File: src/rtl/mem_wb_pipe.sv
// MEM/WB pipeline register with configurable depth, stall/flush control and a
// youngest-wins forwarding lookup across every in-flight write.
module mem_wb_pipe #(
   parameter int DATA_W = 16,
   parameter int ADDR_W = 4,
   parameter int STAGES = 1
) (
   input  logic              clk,
   input  logic              rst,
   input  logic              stall,
   input  logic              flush,
   input  logic [DATA_W-1:0] mem_wdata,
   input  logic [ADDR_W-1:0] mem_waddr,
   input  logic              mem_we,
   output logic [DATA_W-1:0] wb_wdata,
   output logic [ADDR_W-1:0] wb_waddr,
   output logic              wb_we,
   input  logic [ADDR_W-1:0] fwd_raddr1,
   input  logic [ADDR_W-1:0] fwd_raddr2,
   output logic              fwd_hit1,
   output logic              fwd_hit2,
   output logic [DATA_W-1:0] fwd_data1,
   output logic [DATA_W-1:0] fwd_data2,
   output logic [2:0]        pending
);

   logic              we_q   [STAGES];
   logic              we_d   [STAGES];
   logic [ADDR_W-1:0] addr_q [STAGES];
   logic [ADDR_W-1:0] addr_d [STAGES];
   logic [DATA_W-1:0] data_q [STAGES];
   logic [DATA_W-1:0] data_d [STAGES];

   // Flush beats stall; an invalid word is always stored as all zeros.
   always_comb begin
      for (int i = 0; i < STAGES; i++) begin
         we_d[i]   = we_q[i];
         addr_d[i] = addr_q[i];
         data_d[i] = data_q[i];
      end
      if (flush) begin
         for (int i = 0; i < STAGES; i++) begin
            we_d[i]   = 1'b0;
            addr_d[i] = '0;
            data_d[i] = '0;
         end
      end else if (!stall) begin
         we_d[0]   = mem_we;
         addr_d[0] = mem_we ? mem_waddr : '0;
         data_d[0] = mem_we ? mem_wdata : '0;
         for (int i = 1; i < STAGES; i++) begin
            we_d[i]   = we_q[i-1];
            addr_d[i] = addr_q[i-1];
            data_d[i] = data_q[i-1];
         end
      end
   end

   always_ff @(posedge clk or negedge rst) begin
      if (!rst) begin
         for (int i = 0; i < STAGES; i++) begin
            we_q[i]   <= 1'b0;
            addr_q[i] <= '0;
            data_q[i] <= '0;
         end
      end else begin
         for (int i = 0; i < STAGES; i++) begin
            we_q[i]   <= we_d[i];
            addr_q[i] <= addr_d[i];
            data_q[i] <= data_d[i];
         end
      end
   end

   assign wb_we    = we_q[STAGES-1];
   assign wb_waddr = addr_q[STAGES-1];
   assign wb_wdata = data_q[STAGES-1];

   // Scan oldest to youngest so the youngest match is the last one written.
   always_comb begin
      fwd_hit1  = 1'b0;
      fwd_data1 = '0;
      fwd_hit2  = 1'b0;
      fwd_data2 = '0;
      for (int i = STAGES - 1; i >= 0; i--) begin
         if (we_q[i] && (addr_q[i] == fwd_raddr1)) begin
            fwd_hit1  = 1'b1;
            fwd_data1 = data_q[i];
         end
         if (we_q[i] && (addr_q[i] == fwd_raddr2)) begin
            fwd_hit2  = 1'b1;
            fwd_data2 = data_q[i];
         end
      end
   end

   always_comb begin
      pending = 3'd0;
      for (int i = 0; i < STAGES; i++) begin
         pending = pending + 3'(we_q[i]);
      end
   end

endmodule

File: config.mk
export PLATFORM = sky130hd
export DESIGN_NAME = mem_wb_pipe
export DESIGN_NICKNAME = d
export VERILOG_FILES = /design/src/rtl/mem_wb_pipe.sv
export SDC_FILE = /design/constraint.sdc
export NUM_CORES = 1
export LEC_CHECK = 0
export CAP_MARGIN = 5
export CORE_ASPECT_RATIO = 1.1
export CORE_MARGIN = 8
export CORE_UTILIZATION = 32
export CTS_CLUSTER_SIZE = 25
export DETAILED_ROUTE_END_ITERATION = 16
export HOLD_SLACK_MARGIN = 0.03
export PLACE_DENSITY = 0.77
export SLEW_MARGIN = 20
export SYNTH_ARGS = -nofsm -noshare
export SYNTH_HDL_FRONTEND = slang
export SYNTH_SLANG_ARGS = --single-unit
export TNS_END_PERCENT = 1
File: constraint.sdc
create_clock -name clk -period 1.6 [get_ports clk]
set_clock_uncertainty 0.05 [all_clocks]
set_input_delay 0.4 -clock clk [delete_from_list [all_inputs] [get_ports clk]]
set_output_delay 0.4 -clock clk [all_outputs]
set_load 0.005 [all_outputs]
==> metrics.cfg <==
[global_route]
grt_util_all_layers_pct = 18.10
grt_pass1_vias = 1785
overflow = 0
grt_max_degree = 22
grt_first_pass_wirelength_um = 9356
antenna_found_initial = 0

[clock_tree]
cts.sinks = 21
hold_buffers = 0
path_clk_slew_ns = 0.08
cts_inserted_buffers = 3
clock_latency_ns = 0.26
cts_tree = done
root_buffer = clkbuf_8
htreeDepth = 1
clock_path_buffers = 2

[pwr]
finalPower_uw = 1413
p_leak_uw = 0.001361
ir_worst_vdd_uv = 363.8
p_per_area_nw_per_um2 = 505.6

[detailed_routing]
dr_wl_met2_um = 2700
first_pass_iters = 4
via_per_inst = 5.106
maxUsedRoutingLayer = met4
first_iter_violations = 86
dr_wl_met3_um = 626
vias = 1542
wl_per_cell_um = 19.40
drc_errors = 0
wl_um = 5859
wl_met1_um = 2464
drtAntennaViolNets = 0

[die]
dieArea_um2 = 6355
die_x_um = 76.74
start_util_pct = 33.02
coreArea_um2 = 3934
fp-row-count = 24
io-pin-count = 91
die_h_um = 82.82

[logic_synthesis]
netlist_area_um2 = 1299
synth_common_cells = dfrtp_1 (21), a22o_1 (20), nand2_1 (16), nor3_1 (16), nor4b_2 (8)
syn_inst = 124
synth_cell_types = 25
synth_flop_cell = dfrtp_1
synth_seq_area_share_pct = 40.46
async_reset_ff_share_pct = 100.0
synth_top_area_share_pct = 40.46
ys_ff_latch = 21
yosysTopAreaCell = dfrtp_1
synth_edf_count = 0
yosys-top-cells-area = dfrtp_1 (40%), a22o_1 (13%), nor4b_2 (9.2%), nor3_1 (6.2%), nor4b_1 (4.7%)
yosys_warnings = 0
yosysMostFrequentCell = dfrtp_1
avgSynthCellArea_um2 = 10.47

[critical_path]
cpPeakStageDelay_ns = 0.38
ff2ff_path_depth = 3
r2r-start = wb_waddr[1]
cp-start-kind = flip-flop
cp.arrival_ns = 1.76
required_ns = 1.15
cpMaxStageDelayCell = dfrtp_1
path_cells = nor2b_1 > a221o_2 > buf_12 > nor4b_4 > buf_2
path_class = flip-flop to primary output
crit_path_end_kind = primary output
r2r_slack_ns = 0.57
path_max_fanout = 6
r2r_end = wb_waddr[1]

[run_status]
status = finished with violations
violations = setup timing

[placement]
place_congestion = 0.7425
hpwlAfterDp_um = 4094
portBuffers = 88
place_area_um2 = 2595
placedCellCount = 291

[timing]
setup_slack_ns = -0.6130
hold_violations = 0
period_minus_slack_ns = 2.213
maxClockFrequency_mhz = 451.9
rsz0062_at_grt = yes
finalSetupViolCount = 35
post-route-period-util_pct = 138.3
drv_slew = 0

[finish]
final_area_um2 = 2795
final_nets = 284
drive_gt1_share_pct = 52.00
area_growth_syn_to_layout_pct = 115.2
num_antenna_cells = 0
stdcell_count = 302
fillCellCount = 304

[run]
maxCapViolations = 0

[min_path]
hp-class = input port to async pin

==> logic make-up after synthesis <==
group | Yosys count | share of synthesized area, %
AO/OA/AOI/OAI | 25 | 17.05
XOR/XNOR | 4 | 2.698
buffers and inverters | 18 | 9.056
flip-flops | 21 | 40.46
other | 1 | 0.2887
AND/OR/NAND/NOR | 55 | 30.44
==> stage by stage <==
step	setup TNS, ns	setup WS, ns	utilization, %	hold WS (ns)
2_1_floorplan	-4.501	-0.1873	-	0.05441
3_3_place_gp	-37.42	-1.200	65.97	0.5118
3_5_place_dp	-37.47	-1.246	65.97	0.5121
4_1_cts	-19.54	-0.6257	69.72	0.4478
5_1_grt	-21.07	-0.6691	71.06	0.4542
6_report	-18.77	-0.6130	71.06	0.4374
==> power breakdown <==
part	switching, µW	internal (µW)	total, µW
logic	220	268	488
clock network	178	177	355
registers	19.9	551	571
total	417	996	1410
==> worst max path at each step <==
stage | start | depth (start not counted) | end | slack [ns]
after floorplan | wb_waddr[0] | 5 | fwd_data2[10] | -0.19
after global placement | fwd_raddr2[1] | 6 | fwd_data2[0] | -1.20
after detailed placement | fwd_raddr2[1] | 6 | fwd_data2[0] | -1.25
after CTS | wb_waddr[3] | 4 | fwd_data2[11] | -0.63
after global routing | wb_waddr[0] | 5 | fwd_data2[1] | -0.67
final | wb_waddr[0] | 5 | fwd_data2[11] | -0.61
==> layout make-up <==
class | count | area, µm² | share of cell area, %
Clock buffer | 4 | 45.04 | 1.611
Inverter | 3 | 11.26 | 0.4029
Multi-Input combinational cell | 86 | 965.9 | 34.56
Sequential cell | 21 | 525.5 | 18.80
Tap cell | 52 | 65.06 | 2.328
Timing Repair Buffer | 136 | 1182 | 42.30
==> flip-flops by register name (all words and copies together), names as in the netlist <==
register	count
wb_waddr	4
wb_wdata	16
wb_we	1
==> layout by cell type (no fill, tap or decap), drive strengths merged <==
cell / synthesis / layout
a211o: 1 / 1
a21o: 1 / 1
a221o: 1 / 1
a22o: 20 / 20
buf: 10 / 84
clkbuf: 5 / 6
clkdlybuf4s50: 0 / 25
conb: 1 / 2
dfrtp: 21 / 21
dlygate4sd2: 0 / 24
dlymetal6s2s: 0 / 1
inv: 3 / 3
nand2: 16 / 16
nand2b: 2 / 2
nor2b: 2 / 2
nor3: 17 / 17
nor3b: 2 / 2
nor4b: 16 / 16
o2111ai: 1 / 1
o21ai: 1 / 1
xnor2: 1 / 1
xor2: 3 / 3
==> worst max-delay path: cells and delay by family (launching register included) <==
family                 cells  cell delay [ns]
DFF                        1             0.38
AOI/OAI and AO/OA          1             0.38
and+or+nand+nor            2             0.39
buffers and inverters      2             0.34
==> routing by layer <==
layer / up-vias / global-route usage, %
met5: - / 0
met4: 0 / 5.254
met3: 6 / 8.836
met2: 80 / 28.46
met1: 747 / 21.12
li1: 709 / -
==> what timing repair did <==
item / CTS / global route
gates cloned: 3 / 0
gates resized for setup: 209 / 12
buffers inserted: 4 / 1
setup endpoints to repair: 56 / 38
pin swaps: 22 / 6
No activity file was read; power rests on OpenSTA's default activity.
